[src/rtl/dmem_access_unit.sv]
// dmem_access_unit: MEM-stage load/store responder in front of a
// synchronous-read block RAM. It issues byte-enabled writes and
// sign/zero-extended reads, and holds the pipeline while an access is
// in flight. Misaligned or unsupported requests are flagged on
// Access_err and never reach the RAM.
module dmem_access_unit #(
  parameter int ADDR_WIDTH   = 10,
  parameter int READ_LATENCY = 1    // 1..4
) (
  input  logic                  clk,
  input  logic                  rst,
  input  logic                  Mem_r,
  input  logic                  Mem_w,
  input  logic [2:0]            Funct3,
  input  logic [31:0]           Addr,
  input  logic [31:0]           Wdata,
  output logic [31:0]           Rdata,
  output logic                  Rdata_valid,
  output logic                  Mem_stall,
  output logic                  Access_err,
  output logic                  mem_en,
  output logic [3:0]            mem_we,
  output logic [ADDR_WIDTH-1:0] mem_addr,
  output logic [31:0]           mem_wdata,
  input  logic [31:0]           mem_rdata
);

  localparam logic [2:0] S_IDLE  = 3'd0;
  localparam logic [2:0] S_WRITE = 3'd1;
  localparam logic [2:0] S_READ  = 3'd2;
  localparam logic [2:0] S_WAIT  = 3'd3;
  localparam logic [2:0] S_DONE  = 3'd4;
  localparam logic [2:0] S_ERR   = 3'd5;

  localparam logic [2:0] F3_B  = 3'b000;
  localparam logic [2:0] F3_H  = 3'b001;
  localparam logic [2:0] F3_W  = 3'b010;
  localparam logic [2:0] F3_BU = 3'b100;
  localparam logic [2:0] F3_HU = 3'b101;

  // Two bits cover a wait of up to 4 cycles (counter starts at LAT-1).
  localparam int         CW       = 2;
  localparam logic [CW-1:0] CNT_INIT = CW'(READ_LATENCY - 1);

  // Load context captured at acceptance; the extension happens several
  // cycles later and must not depend on what upstream drives by then.
  typedef struct packed {
    logic [2:0] funct3;
    logic [1:0] off;
  } ld_ctx_t;

  logic [2:0]    state, nxt_state;
  logic [CW-1:0] cnt;
  ld_ctx_t       ld_ctx;

  logic          is_store, is_load;
  logic          st_ok, ld_ok, aligned;
  logic          go_write, go_read, go_err;
  logic [3:0]    st_we;
  logic [31:0]   st_wdata;
  logic [31:0]   ld_ext;
  logic [7:0]    ld_byte;
  logic [15:0]   ld_half;
  logic [1:0]    off;

  // Upper address bits lie outside the attached RAM and are ignored.
  logic          unused_addr_hi;
  assign unused_addr_hi = ^Addr[31:ADDR_WIDTH+2];

  assign off = Addr[1:0];

  // Request decode: store wins over load when both are raised.
  always_comb begin
    is_store = Mem_w;
    is_load  = Mem_r & ~Mem_w;
    st_ok    = (Funct3 == F3_B) || (Funct3 == F3_H) || (Funct3 == F3_W);
    ld_ok    = st_ok || (Funct3 == F3_BU) || (Funct3 == F3_HU);
    case (Funct3[1:0])
      2'b10:   aligned = (off == 2'b00);
      2'b01:   aligned = ~off[0];
      2'b00:   aligned = 1'b1;
      default: aligned = 1'b0;
    endcase
    go_write = is_store & st_ok & aligned;
    go_read  = is_load  & ld_ok & aligned;
    go_err   = (Mem_r | Mem_w) & ~go_write & ~go_read;
  end

  // Store lane placement: replicate the narrow datum, steer byte enables.
  always_comb begin
    st_we    = 4'b1111;
    st_wdata = Wdata;
    case (Funct3)
      F3_B: begin
        st_we    = 4'b0001 << off;
        st_wdata = {4{Wdata[7:0]}};
      end
      F3_H: begin
        st_we    = 4'b0011 << off;
        st_wdata = {2{Wdata[15:0]}};
      end
      default: begin
        st_we    = 4'b1111;
        st_wdata = Wdata;
      end
    endcase
  end

  // Load lane selection and sign/zero extension of the returning word.
  always_comb begin
    ld_byte = mem_rdata[7:0];
    case (ld_ctx.off)
      2'd0:    ld_byte = mem_rdata[7:0];
      2'd1:    ld_byte = mem_rdata[15:8];
      2'd2:    ld_byte = mem_rdata[23:16];
      default: ld_byte = mem_rdata[31:24];
    endcase
    ld_half = ld_ctx.off[1] ? mem_rdata[31:16] : mem_rdata[15:0];
    case (ld_ctx.funct3)
      F3_B:    ld_ext = {{24{ld_byte[7]}}, ld_byte};
      F3_BU:   ld_ext = {24'd0, ld_byte};
      F3_H:    ld_ext = {{16{ld_half[15]}}, ld_half};
      F3_HU:   ld_ext = {16'd0, ld_half};
      default: ld_ext = mem_rdata;
    endcase
  end

  // Next-state logic.
  always_comb begin
    nxt_state = S_IDLE;
    case (state)
      S_IDLE: begin
        if (go_write)      nxt_state = S_WRITE;
        else if (go_read)  nxt_state = S_READ;
        else if (go_err)   nxt_state = S_ERR;
        else               nxt_state = S_IDLE;
      end
      S_WRITE: nxt_state = S_IDLE;
      S_READ:  nxt_state = S_WAIT;
      S_WAIT:  nxt_state = (cnt == '0) ? S_DONE : S_WAIT;
      S_DONE:  nxt_state = S_IDLE;
      S_ERR:   nxt_state = S_IDLE;
      default: nxt_state = S_IDLE;
    endcase
  end

  // Stall covers acceptance in IDLE plus the whole read round trip; a
  // store or error releases the pipeline as soon as it is accepted.
  always_comb begin
    case (state)
      S_IDLE:         Mem_stall = Mem_r | Mem_w;
      S_READ, S_WAIT: Mem_stall = 1'b1;
      default:        Mem_stall = 1'b0;
    endcase
  end

  // State, wait counter and registered outputs. The RAM port and the
  // pulses are loaded on the edge that enters WRITE/READ/DONE/ERR so they
  // are high exactly for that one state, and default back to 0.
  always_ff @(posedge clk) begin
    if (rst) begin
      state       <= S_IDLE;
      cnt         <= '0;
      ld_ctx      <= '0;
      Rdata       <= '0;
      Rdata_valid <= 1'b0;
      Access_err  <= 1'b0;
      mem_en      <= 1'b0;
      mem_we      <= '0;
      mem_addr    <= '0;
      mem_wdata   <= '0;
    end else begin
      state       <= nxt_state;
      Rdata_valid <= 1'b0;
      Access_err  <= 1'b0;
      mem_en      <= 1'b0;
      mem_we      <= '0;
      mem_addr    <= '0;
      mem_wdata   <= '0;
      case (state)
        S_IDLE: begin
          if (go_write) begin
            mem_en    <= 1'b1;
            mem_we    <= st_we;
            mem_addr  <= Addr[ADDR_WIDTH+1:2];
            mem_wdata <= st_wdata;
          end else if (go_read) begin
            mem_en    <= 1'b1;
            mem_addr  <= Addr[ADDR_WIDTH+1:2];
            ld_ctx    <= '{funct3: Funct3, off: off};
          end else if (go_err) begin
            Access_err <= 1'b1;
          end
        end
        S_READ: cnt <= CNT_INIT;
        S_WAIT: begin
          if (cnt == '0) begin
            Rdata       <= ld_ext;
            Rdata_valid <= 1'b1;
          end else begin
            cnt <= cnt - 1'b1;
          end
        end
        default: ;
      endcase
    end
  end

endmodule

[config.mk]
export PLATFORM = sky130hd
export DESIGN_NAME = dmem_access_unit
export DESIGN_NICKNAME = d
export VERILOG_FILES = /design/src/rtl/dmem_access_unit.sv
export SDC_FILE = /design/constraint.sdc
export NUM_CORES = 1
export LEC_CHECK = 0
export BUFFER_PORTS_ARGS = -buffer_cell sky130_fd_sc_hd__buf_4
export CAP_MARGIN = 20
export CORE_MARGIN = 10
export CORE_UTILIZATION = 46
export DETAILED_ROUTE_END_ITERATION = 8
export GPL_ROUTABILITY_DRIVEN = 0
export GPL_TIMING_DRIVEN = 1
export MAX_ROUTING_LAYER = met4
export PLACE_DENSITY = 0.79
export SLEW_MARGIN = 10
export SYNTH_ARGS = -nofsm -noshare
export SYNTH_HDL_FRONTEND = slang
export SYNTH_SLANG_ARGS = --single-unit
[constraint.sdc]
create_clock -name clk -period 2.4 [get_ports clk]
set_clock_uncertainty 0.05 [all_clocks]
set_input_delay 0.12 -clock clk [delete_from_list [all_inputs] [get_ports clk]]
set_output_delay 0.12 -clock clk [all_outputs]
set_load 0.005 [all_outputs]
* Word-level counts from Yosys, hierarchy flattened
Cells that the tools add are included.
** Storage, ports and cells
- Input port bits :: 103
- Register bits after elaboration :: 91
- Output and inout port bits :: 82
- Word-level logic and storage cells :: 82
** Operators by class
- Reduce and logical (&&, ||, !) cells :: 20
- Muxes and demuxes :: 20
- Shifts and indexed selects :: 2
- Bitwise operators :: 14
- Add/sub/neg operators :: 1
- Eq/ne operators :: 14
** Operators by type and width (count)
- $pmux W32 S4 :: 1
- $pmux W32 S2 :: 1
- $pmux W8 S3 :: 1
- $mux W10 :: 2
- $mux W16 :: 1
- $eq A3 B3 Y1 const B :: 4
- $mux W3 :: 4
- $eq A3 B2 Y1 const B :: 3
- $logic_not A3 Y1 :: 3
- $pmux W3 S3 :: 1
- $logic_not A2 Y1 :: 4
- $pmux W4 S2 :: 1
- $and A1 B1 Y1 :: 7
- $eq A3 B1 Y1 const B :: 2
- $not A1 Y1 :: 6
- $reduce_or A2 Y1 :: 3
- $eq A2 B1 Y1 const B :: 2
- $eq A2 B2 Y1 const B :: 2
- $logic_or A1 B1 Y1 :: 4
- $mux W1 :: 4
- $pmux W2 S2 :: 1
- $reduce_and A2 Y1 :: 2
- $reduce_or A4 Y1 :: 1
- $shl A1 B2 Y4 const A :: 1
- other kinds (10) :: 10

* Depth between registers and ports, before layout
Gate-level depths: netlist (run 1).
- Depth in word-level cells :: 13
- Depth in mapped cells :: 8
- Depth with buffers taken out :: 6

* Worst setup path after synthesis (run 1)
OpenSTA, ideal clock, no wires.
- Path type :: register -> register
- From :: register ld_ctx[1] (netlist bit)
- To :: register Rdata[17]
- Path buffers :: 2
- Arrival :: 1.874 ns
- Library setup time :: 0.134 ns
- Cell stages (with the launch flop) :: 7
- Clock period less this slack :: 2.059 ns
- Required time :: 2.216 ns
- Setup slack :: 0.341 ns
- Path through :: dfxtp_1 -> clkbuf_1 -> mux2_2 -> or2_2 -> a31oi_1 -> buf_2 -> a211oi_1
** Between the ends
- Cells in the longest elaborated chain, start to end :: 3
- Elaborated cells between the ends (all ways) :: 6
- Classes of those cells :: 2 x eq/ne; 3 x mux; 1 x reduce/logical
** Ends and longest elaborated chain
- start: declaration :: RTL line 54 : ld_ctx_t ld_ctx;
- start signal: assignment :: RTL line 190 : ld_ctx <= '{funct3: Funct3, off: off};
- $eq A2 B2 Y1 (tied with other cells) :: RTL line 112 : case (ld_ctx.off)
- $pmux W8 S3 :: RTL line 112
- $pmux W32 S4 (*) :: RTL line 119 : case (ld_ctx.funct3)
- end signal: assignment :: RTL line 198 : Rdata <= ld_ext;
- end: declaration :: RTL line 17 : output logic [31:0] Rdata,
Mark *: on every way between the ends. The rest lies on a longest branch, timed or not.
A chain may end at the register's enable or synchronous reset.

* Worst setup path after layout (run 1)
- From :: register state[1]
- To :: register mem_wdata[30]
** Between the ends
- Cells in the longest elaborated chain, start to end :: 3
** Ends and longest elaborated chain
- start: declaration :: RTL line 52 : logic [2:0] state, nxt_state;
- start signal: assignment :: RTL line 173 : state <= nxt_state;
- $logic_not A3 Y1 :: RTL line 180 : case (state)
- $not A1 Y1 (no source line)
- $reduce_or A3 Y1 (no source line)
- end signal: assignment :: RTL line 186 : mem_wdata <= st_wdata;
- end: declaration :: RTL line 24 : output logic [31:0] mem_wdata,
Every way passes these cells.

==> results.yml, run 1 <==
logic_synthesis:
  synthCells: 442
  synth_async_sr_flop_share: 0
  synth_area_per_cell_sq_um: 8.628
  yosysSeqAreaShare: 0.4777
  yosys_warnings: 0
  synth_edf_count: 0
  synth_fp_nets: 546
  synth_top_flop_cell: "dfxtp_1"
  synth_seq_cells: 91
  ys_types: 41
  netlist_area_sq_um: 3814
power_and_ir_drop:
  pwr-share-clk: 0.330
  comb_power_share: 0.142
  p_per_area_nw_per_um2: 520.1
  power.leakage_nw: 2.439
  switching_power_mw: 0.7199
  total_power_mw: 2.959
  p_sw_frac: 0.2433
  pwr-share-seq: 0.528
  ir_drop_mv: 0.3677
  intPower_mw: 2.239
setup_path:
  cp_data_arrival_time_ps: 2310
  cp_cell_sequence: "or4_4 > a21o_1 > or3b_1 > buf_4 > a211oi_1"
  required_ps: 2600
  crit_path_top_delay_cell: "or4_4"
  worstPathMaxFanout: 28
  max_stage_delay_ps: 570
  end_kind: "register"
  critPathLaunchType: "register"
  crit_type: "reg -> reg"
route:
  wire_per_inst_microns: 16.99
  dr.pass1.iters: 4
  detail_route.iter0.violations: 148
  routed_via_density: 5.247
  drtAntennaViolNets: 0
  num_vias: 3893
  drc_errors: 0
  drt-total-wl_microns: 12610
cells_and_area:
  ff_latch_area_sq_um: 1822
  syn2layout_area_growth_pct: 49.21
  antenna_cells: 0
  multi_input_area_sq_um: 1818
  layout.nets: 736
  nFillCells: 650
  drive_gt1_frac: 0.3265
die:
  die_w_microns: 111.1
  core_area_sq_um: 8134
  die-area_sq_um: 12330
  start_util: 0.4689
  die_h_microns: 111.1
  io-pin-count: 185
  fp-row-count: 33
min_path:
  min_path_type: "in -> reg"
place:
  io_buffers: 164
  detailed_place_hpwl_microns: 9172
job:
  maxCapViolCount: 0
global_routing:
  grt_pass1_vias: 3987
  grt_max_degree: 43
  grt_usage: 0.1989
  grt_pass1_wl_microns: 19940
  grt-busiest-layer: "met2"
  use_met3: 0.06169
  antenna_found_initial: 0
  overflow: 0
  met1_usage: 0.2320
  met2_usage: 0.3274
timing:
  hold_viol_final: 0
  finalSetupTns_ps: 0
  finalSetupViolations: 0
  rsz0062_at_grt: "false"
  max_slew.worst_pin.slew_ps: 727.7
  period_needed_ps: 2109
  slew_headroom: 0.5145
  fmax_ghz: 0.4741
  finalCritPeriodShare: 0.8788
  maxSlewViolCount: 0
clock_tree:
  root_buffer: "clkbuf_8"
  cts_tree: "done"
  cts.path.max_buffers: 2
  cts_buffers: 9
  clk_pin_slew_ps: 80
  insertion_delay_ps: 340
  clock_sinks: 91
  cts_setup_buffers: 0
  htreeDepth: 3
status:
  status: "complete, no violations"
## final timing paths
check / from / endpoint / slack, ps / cells after the start
max reg2reg: state[1] / mem_wdata[30] / 290 / 5
min: mem_rdata[27] / Rdata[27] / 10 / 3
min reg2reg: cnt[1] / cnt[1] / 450 / 2
max: state[1] / mem_wdata[30] / 290 / 5
## power by group through the flow
stage	Combinational, mW	Clock, mW	Sequential (mW)
after floorplan	0.163	0	1.59
after global placement	0.358	0	1.60
after detailed placement	0.365	0	1.60
after CTS	0.415	1.00	1.56
after global routing	0.457	1.07	1.57
final	0.420	0.977	1.56
## logic make-up after synthesis
kind of cell | synth area share
simple gates | 0.2257
buf+inv | 0.04560
flops | 0.4777
fa+ha+maj | 0.003280
compound gates | 0.1965
mux | 0.05118
## per-layer routing
metal	part of all wire	routed length, microns	up-vias
met5	0	0	-
met4	0.0086	108	0
li1	-	-	1913
met3	0.076	955	8
met1	0.41	5231	1822
met2	0.50	6313	150
## what timing repair did
action,in CTS,in global routing
hold buffers,37,1
resized for setup,0,0
endpoints found under the hold margin,38,1
## critical path, delay by kind of cell (launching register included)
kind | cells | cell delay [ps]
flops | 1 | 400
buf+inv | 1 | 240
compound gates | 2 | 390
simple gates | 2 | 940
## final cells by class
| cell class | instances | area share |
|---|---|---|
| flip-flops and latches | 91 | 0.3201 |
| inverters | 2 | 0.001319 |
| well taps | 105 | 0.02309 |
| multi-input cells | 313 | 0.3195 |
| clock inverters | 3 | 0.003738 |
| repair buffers | 215 | 0.3026 |
| clock buffers | 13 | 0.02968 |
## cells in the mapped netlist, types with 3 or more instances
master	instances	area share
a211oi_1	42	0.083
buf_1	3	0.0030
o21ai_0	23	0.030
a21oi_1	31	0.041
a21oi_2	3	0.0069
or2_2	3	0.0049
nand3b_1	9	0.018
nand2_1	57	0.056
nor3b_1	3	0.0059
nand3_1	6	0.0079
a31o_2	6	0.014
a21o_1	3	0.0059
nand2b_1	3	0.0049
clkbuf_1	28	0.028
mux2i_1	15	0.039
buf_6	4	0.012
nor2b_1	7	0.011
nor2_1	55	0.054
dfxtp_1	91	0.48
and2_1	24	0.039
## metrics by stage
step	utilization	instance area [sq um]	setup WS [ps]	instances	hold WS, ps
2_1_floorplan	-	3814	341.5	442	191.7
3_3_place_gp	0.6294	5120	375.5	688	271.2
3_5_place_dp	0.6294	5120	316.0	688	275.4
4_1_cts	0.6984	5680	299.4	741	0.3256
5_1_grt	0.6996	5690	182.1	742	0.8356
6_report	0.6996	5690	290.9	742	12.58
## state kept, by name, summed over array words and instances (netlist names)
register and cells:
mem_we 4, ld_ctx 5, mem_addr 10, mem_wdata 32, mem_en 1, Rdata_valid 1
Rdata 32, state 3, cnt 2, Access_err 1
## cells in the final DEF, fill, tap and decap left out, drive strengths merged, types with 6 or more instances in the layout
cell type	netlist	layout
and2	24	24
a211oi	42	42
nor2b	7	7
dlygate4sd3	0	38
a31o	6	6
nand3	6	6
clkbuf	28	13
nand3b	9	9
nor2	55	55
a21oi	34	34
buf	8	177
dfxtp	91	91
mux2i	15	15
nand2	57	57
o21ai	23	23
Note: power is estimated with default switching activity, not from simulation.
==> run 2, diff against run 1 <==
ABC_AREA = 1   (was unset)
CORE_UTILIZATION = 47   (was 46)
PLACE_DENSITY = 0.86   (was 0.79)
==> results.yml, run 2 <==
clock_tree:
  cts.path.max_buffers: 2
  clock_sinks: 91
  cts_tree: "done"
  insertion_delay_ps: 360
  root_buffer: "clkbuf_8"
  cts_setup_buffers: 0
  cts_buffers: 9
  clk_pin_slew_ps: 100
  htreeDepth: 3
job:
  maxCapViolCount: 0
global_routing:
  overflow: 0
  grt_pass1_wl_microns: 23140
  grt_usage: 0.2290
  antenna_found_initial: 1
  grt_pass1_vias: 4398
  grt_max_degree: 41
timing:
  timing.hold.ws_ps: 3.394
  max_slew.worst_pin.slew_ps: 742.7
  rsz0062_at_grt: "false"
  slew_headroom: 0.5043
  maxSlewViolCount: 0
  finalCritPeriodShare: 0.9685
  fmax_ghz: 0.4302
  hold_viol_final: 0
  period_needed_ps: 2324
  finalSetupTns_ps: 0
  fin_ws_ps: 75.68
  finalSetupViolations: 0
logic_synthesis:
  synth_top_cell_area_share: 0.4556
  synthMuxAreaShare: 0
  synth_largest_area_cell: "dfxtp_1"
  synth_top_family_by_area: "simple AND/OR/NAND/NOR gates"
  synth_compound_area_frac: 0.1934
  synth_area_per_cell_sq_um: 7.531
  netlist_area_sq_um: 3999
  synth_edf_count: 0
  synthXorXnorAreaFrac: 0
  synth.cells.most_frequent: "92 x nand2_1, 91 x dfxtp_1, 75 x nor2_1"
  synth_top_flop_cell: "dfxtp_1"
  synth_fp_nets: 635
  yosys_warnings: 0
  yosysMostFrequentCell: "nand2_1"
  synth-simple-area-share: 0.2472
  synthAdderAreaFrac: 0.003129
  synthCells: 531
  synth_area_leaders: "dfxtp_1 46%, nand2_1 8.6%, a21oi_1 8.5%"
  synth_async_sr_flop_share: 0
  yosysSeqAreaShare: 0.4556
  ys_types: 29
  synth_seq_cells: 91
die:
  die_h_microns: 112.2
  core_area_sq_um: 8258
  start_util: 0.4842
  fp-row-count: 33
  die-area_sq_um: 12600
  die_w_microns: 112.2
  io-pin-count: 185
place:
  detailed_place_hpwl_microns: 9617
  placed_cell_area_sq_um: 5184
  dpl.cell_count: 774
  io_buffers: 164
  place_ws_ps: 459.6
setup_path:
  crit_type: "in -> reg"
  end_kind: "register"
  required_ps: 2600
  max_stage_delay_ps: 570
  cp_data_arrival_time_ps: 2530
  crit_buf_inv: 5
  cp_cell_sequence: "dlygate4sd3_1 > buf_4 > nor3_4 > inv_2 > nand2_4 > inv_2 > nand2_1 > a21oi_1 > dlygate4sd3_1"
  cpLargestDelayFamily: "buffers and inverters"
  critPathLaunchType: "input pin"
  crit_path_top_delay_cell: "dlygate4sd3_1"
  worstPathMaxFanout: 17
cells_and_area:
  syn2layout_area_growth_pct: 47.37
  layout_commonest_cell: "buf_4"
  layout_common_cells: "166 x buf_4, 92 x nand2_1, 91 x dfxtp_1"
  reg_top3: "Rdata x32, mem_wdata x32, mem_addr x10"
  layout.nets: 831
  final_util: 0.7136
  final_cell_area_sq_um: 5893
  fin_cells: 838
  drive_gt1_frac: 0.3292
  nFillCells: 585
route:
  drc_errors: 0
  detail_route.iter0.violations: 275
  routed_via_density: 5.239
  num_vias: 4390
  drtAntennaViolNets: 0
  drt-total-wl_microns: 14660
  dr.pass1.iters: 5
  wire_per_inst_microns: 17.49
power_and_ir_drop:
  p_per_area_nw_per_um2: 556.5
  ir_drop_mv: 0.2833
  switching_power_mw: 0.8986
  pwr-share-clk: 0.373
  total_power_mw: 3.280
  p_sw_frac: 0.2740
  pwr-share-seq: 0.475
  intPower_mw: 2.381
  comb_power_share: 0.152
  power.leakage_nw: 2.889
status:
  status: "complete, no violations"
min_path:
  min_path_type: "in -> reg"
[run 2: cell type report]
| class | count | area, sq um | area share |
|---|---|---|---|
| Antenna cell | 1 | 2.502 | 0.0004246 |
| Clock buffer | 9 | 123.9 | 0.02102 |
| Clock inverter | 7 | 107.6 | 0.01826 |
| Inverter | 56 | 210.2 | 0.03567 |
| Multi-Input combinational cell | 356 | 1779 | 0.3019 |
| Sequential cell | 91 | 1822 | 0.3091 |
| Tap cell | 105 | 131.4 | 0.02229 |
| Timing Repair Buffer | 213 | 1717 | 0.2913 |
[run 2: cell families after synthesis]
| family | Yosys count |
|---|---|
| AND/OR/NAND/NOR | 214 |
| AO/OA/AOI/OAI | 141 |
| adder cells (fa/ha/maj) | 1 |
| flip-flops | 91 |
| buffers and inverters | 84 |
[run 2: power by group through the flow]
stage	sequential [mW]	clock, mW	combinational [mW]
after global placement	1.59	0	0.403
after CTS	1.56	1.24	0.479
final	1.56	1.22	0.499
after floorplan	1.59	0	0.230
after global routing	1.56	1.30	0.540
after detailed placement	1.59	0	0.413
[run 2: repair_timing]
item | 4_1_cts | 5_1_grt
resized for setup | 0 | 1
hold buffers | 47 | 0
endpoints found under the hold margin | 48 | 0
setup endpoints to repair | 0 | 1
[run 2: tightest hold or removal path, delay by kind of cell]
kind                   cells  cell delay [ps]
AOI/OAI and AO/OA          1               80
buffers and inverters      1               90
and+or+nand+nor            1               90
[run 2: per-layer routing]
| metal | part of all wire | GRT usage | vias up | wire length (microns) |
|---|---|---|---|---|
| met5 | 0 | - | - | 0 |
| met4 | 0.027 | 0.07699 | 0 | 397 |
| met3 | 0.091 | 0.06709 | 35 | 1336 |
| met2 | 0.47 | 0.3627 | 240 | 6866 |
| met1 | 0.41 | 0.2726 | 2025 | 6060 |
| li1 | - | - | 2090 | - |
[run 2: path summary, 6_finish.rpt]
kind / start / to / slack (ps) / depth (start not counted)
hold reg to reg: cnt[1] / cnt[1] / 430 / 2
setup / recovery: Funct3[2] / mem_wdata[19] / 80 / 9
hold / removal: Wdata[11] / mem_wdata[11] / 3 / 3
setup reg to reg: state[0] / mem_wdata[19] / 390 / 6
==> run 3, diff against run 2 <==
PLACE_DENSITY = unset   (was 0.86)
PLACE_DENSITY_LB_ADDON = 0.12   (was unset)
==> results.yml, run 3 (synthesis results as in run 2) <==
place:
  placed_cell_area_sq_um: 5199
  place_ws_ps: 414.2
  dpl.cell_count: 776
  detailed_place_hpwl_microns: 9300
  io_buffers: 164
status:
  status: "complete, no violations"
cells_and_area:
  layout.nets: 840
  final_cell_area_sq_um: 5959
  fin_cells: 846
  nFillCells: 644
  syn2layout_area_growth_pct: 49.03
  layout_common_cells: "170 x buf_4, 92 x nand2_1, 91 x dfxtp_1"
  drive_gt1_frac: 0.3306
  antenna_cells: 0
  layout_commonest_cell: "buf_4"
  reg_top3: "Rdata x32, mem_wdata x32, mem_addr x10"
setup_path:
  worstPathMaxFanout: 17
  crit_buf_inv: 5
  crit_path_top_delay_cell: "dlygate4sd3_1"
  cp_data_arrival_time_ps: 2310
  max_stage_delay_ps: 580
  cp_cell_sequence: "dlygate4sd3_1 > buf_4 > inv_2 > nand3_4 > nand2_4 > inv_2 > nand2_1 > a21oi_1 > dlygate4sd3_1"
  crit_type: "in -> reg"
  required_ps: 2600
  critPathLaunchType: "input pin"
  cpLargestDelayFamily: "buffers and inverters"
  end_kind: "register"
timing:
  finalSetupViolations: 0
  rsz0062_at_grt: "false"
  fin_ws_ps: 293.9
  maxSlewViolCount: 0
  timing.hold.ws_ps: 10.10
  fmax_ghz: 0.4748
  max_slew.worst_pin.slew_ps: 600.6
  hold_viol_final: 0
  finalSetupTns_ps: 0
  slew_headroom: 0.5987
  finalCritPeriodShare: 0.8776
  period_needed_ps: 2106
global_routing:
  antenna_found_initial: 0
  grt_usage: 0.2085
  overflow: 0
  grt_max_degree: 41
  grt_pass1_vias: 4191
  grt_pass1_wl_microns: 21080
die:
  die_h_microns: 112.2
  die_w_microns: 112.2
  core_area_sq_um: 8258
  io-pin-count: 185
  fp-row-count: 33
  start_util: 0.4842
  die-area_sq_um: 12600
route:
  num_vias: 4216
  drtAntennaViolNets: 0
  drc_errors: 0
  wire_per_inst_microns: 15.87
  dr.pass1.iters: 4
  detail_route.iter0.violations: 192
  routed_via_density: 4.983
  drt-total-wl_microns: 13420
clock_tree:
  clock_sinks: 91
  root_buffer: "clkbuf_8"
  cts_tree: "done"
  clk_pin_slew_ps: 90
  cts.path.max_buffers: 2
  htreeDepth: 3
  insertion_delay_ps: 360
  cts_buffers: 9
min_path:
  min_path_type: "in -> reg"
power_and_ir_drop:
  power.leakage_nw: 2.928
  p_per_area_nw_per_um2: 531.1
  ir_drop_mv: 0.3436
job:
  maxCapViolCount: 0
[run 3: cell count changes in the layout (fill, tap and decap cells not counted)]
cell	change
dlygate4sd3_1	+5
buf_4	+4
bufinv_16	-1
clkinv_2	+2
inv_6	-2
nand3_4	+1
clkbuf_8	+3
nand3_2	-1
inv_8	-2
diode_2	-1
[run 3: worst paths after layout]
path	start	to	slack (ps)	cells past startpoint
min reg2reg	cnt[1]	cnt[1]	420	2
min	mem_rdata[6]	Rdata[6]	10	3
max reg2reg	state[2]	mem_wdata[20]	370	6
max	Funct3[0]	mem_wdata[20]	290	9
[run 3: layer usage]
| metal | vias to the layer above | GRT usage | part of all wire |
|---|---|---|---|
| met2 | 164 | 0.3499 | 0.50 |
| li1 | 2099 | - | - |
| met1 | 1928 | 0.2384 | 0.42 |
| met5 | - | - | 0 |
| met3 | 25 | 0.04473 | 0.054 |
| met4 | 0 | 0.07953 | 0.025 |
[run 3: repair_timing]
item	in CTS	in global routing
hold buffers	52	0
hold endpoints to repair	52	0
gates resized for setup	0	2
setup buffers	0	2
endpoints found under the setup margin	0	2
[run 3: per-stage QoR]
step / util / total power, mW
after floorplan: - / 1.818
final: 0.7217 / 3.165
after global routing: 0.7217 / 3.286
after global placement: 0.6295 / 1.996
after CTS: 0.7183 / 3.173
after detailed placement: 0.6295 / 2.006
[run 3: worst min-delay path: stages]
cell and delay (ps):
buf_4 70, o21ai_0 70, a21oi_1 120
[run 3: layout make-up]
class / instances / area (sq um) / share of cell area
clock buffer: 12 / 165.2 / 0.02771
timing repair buffer: 222 / 1797 / 0.3015
inverter: 56 / 210.2 / 0.03527
sequential: 91 / 1822 / 0.3057
multi-input combinational: 356 / 1787 / 0.2998
clock inverter: 4 / 47.55 / 0.007978
tap: 105 / 131.4 / 0.02204
[run 3: power breakdown]
part	switching (mW)	total (mW)	internal, mW
clock	0.548	1.11	0.564
sequential	0.0169	1.55	1.54
combinational	0.257	0.499	0.242
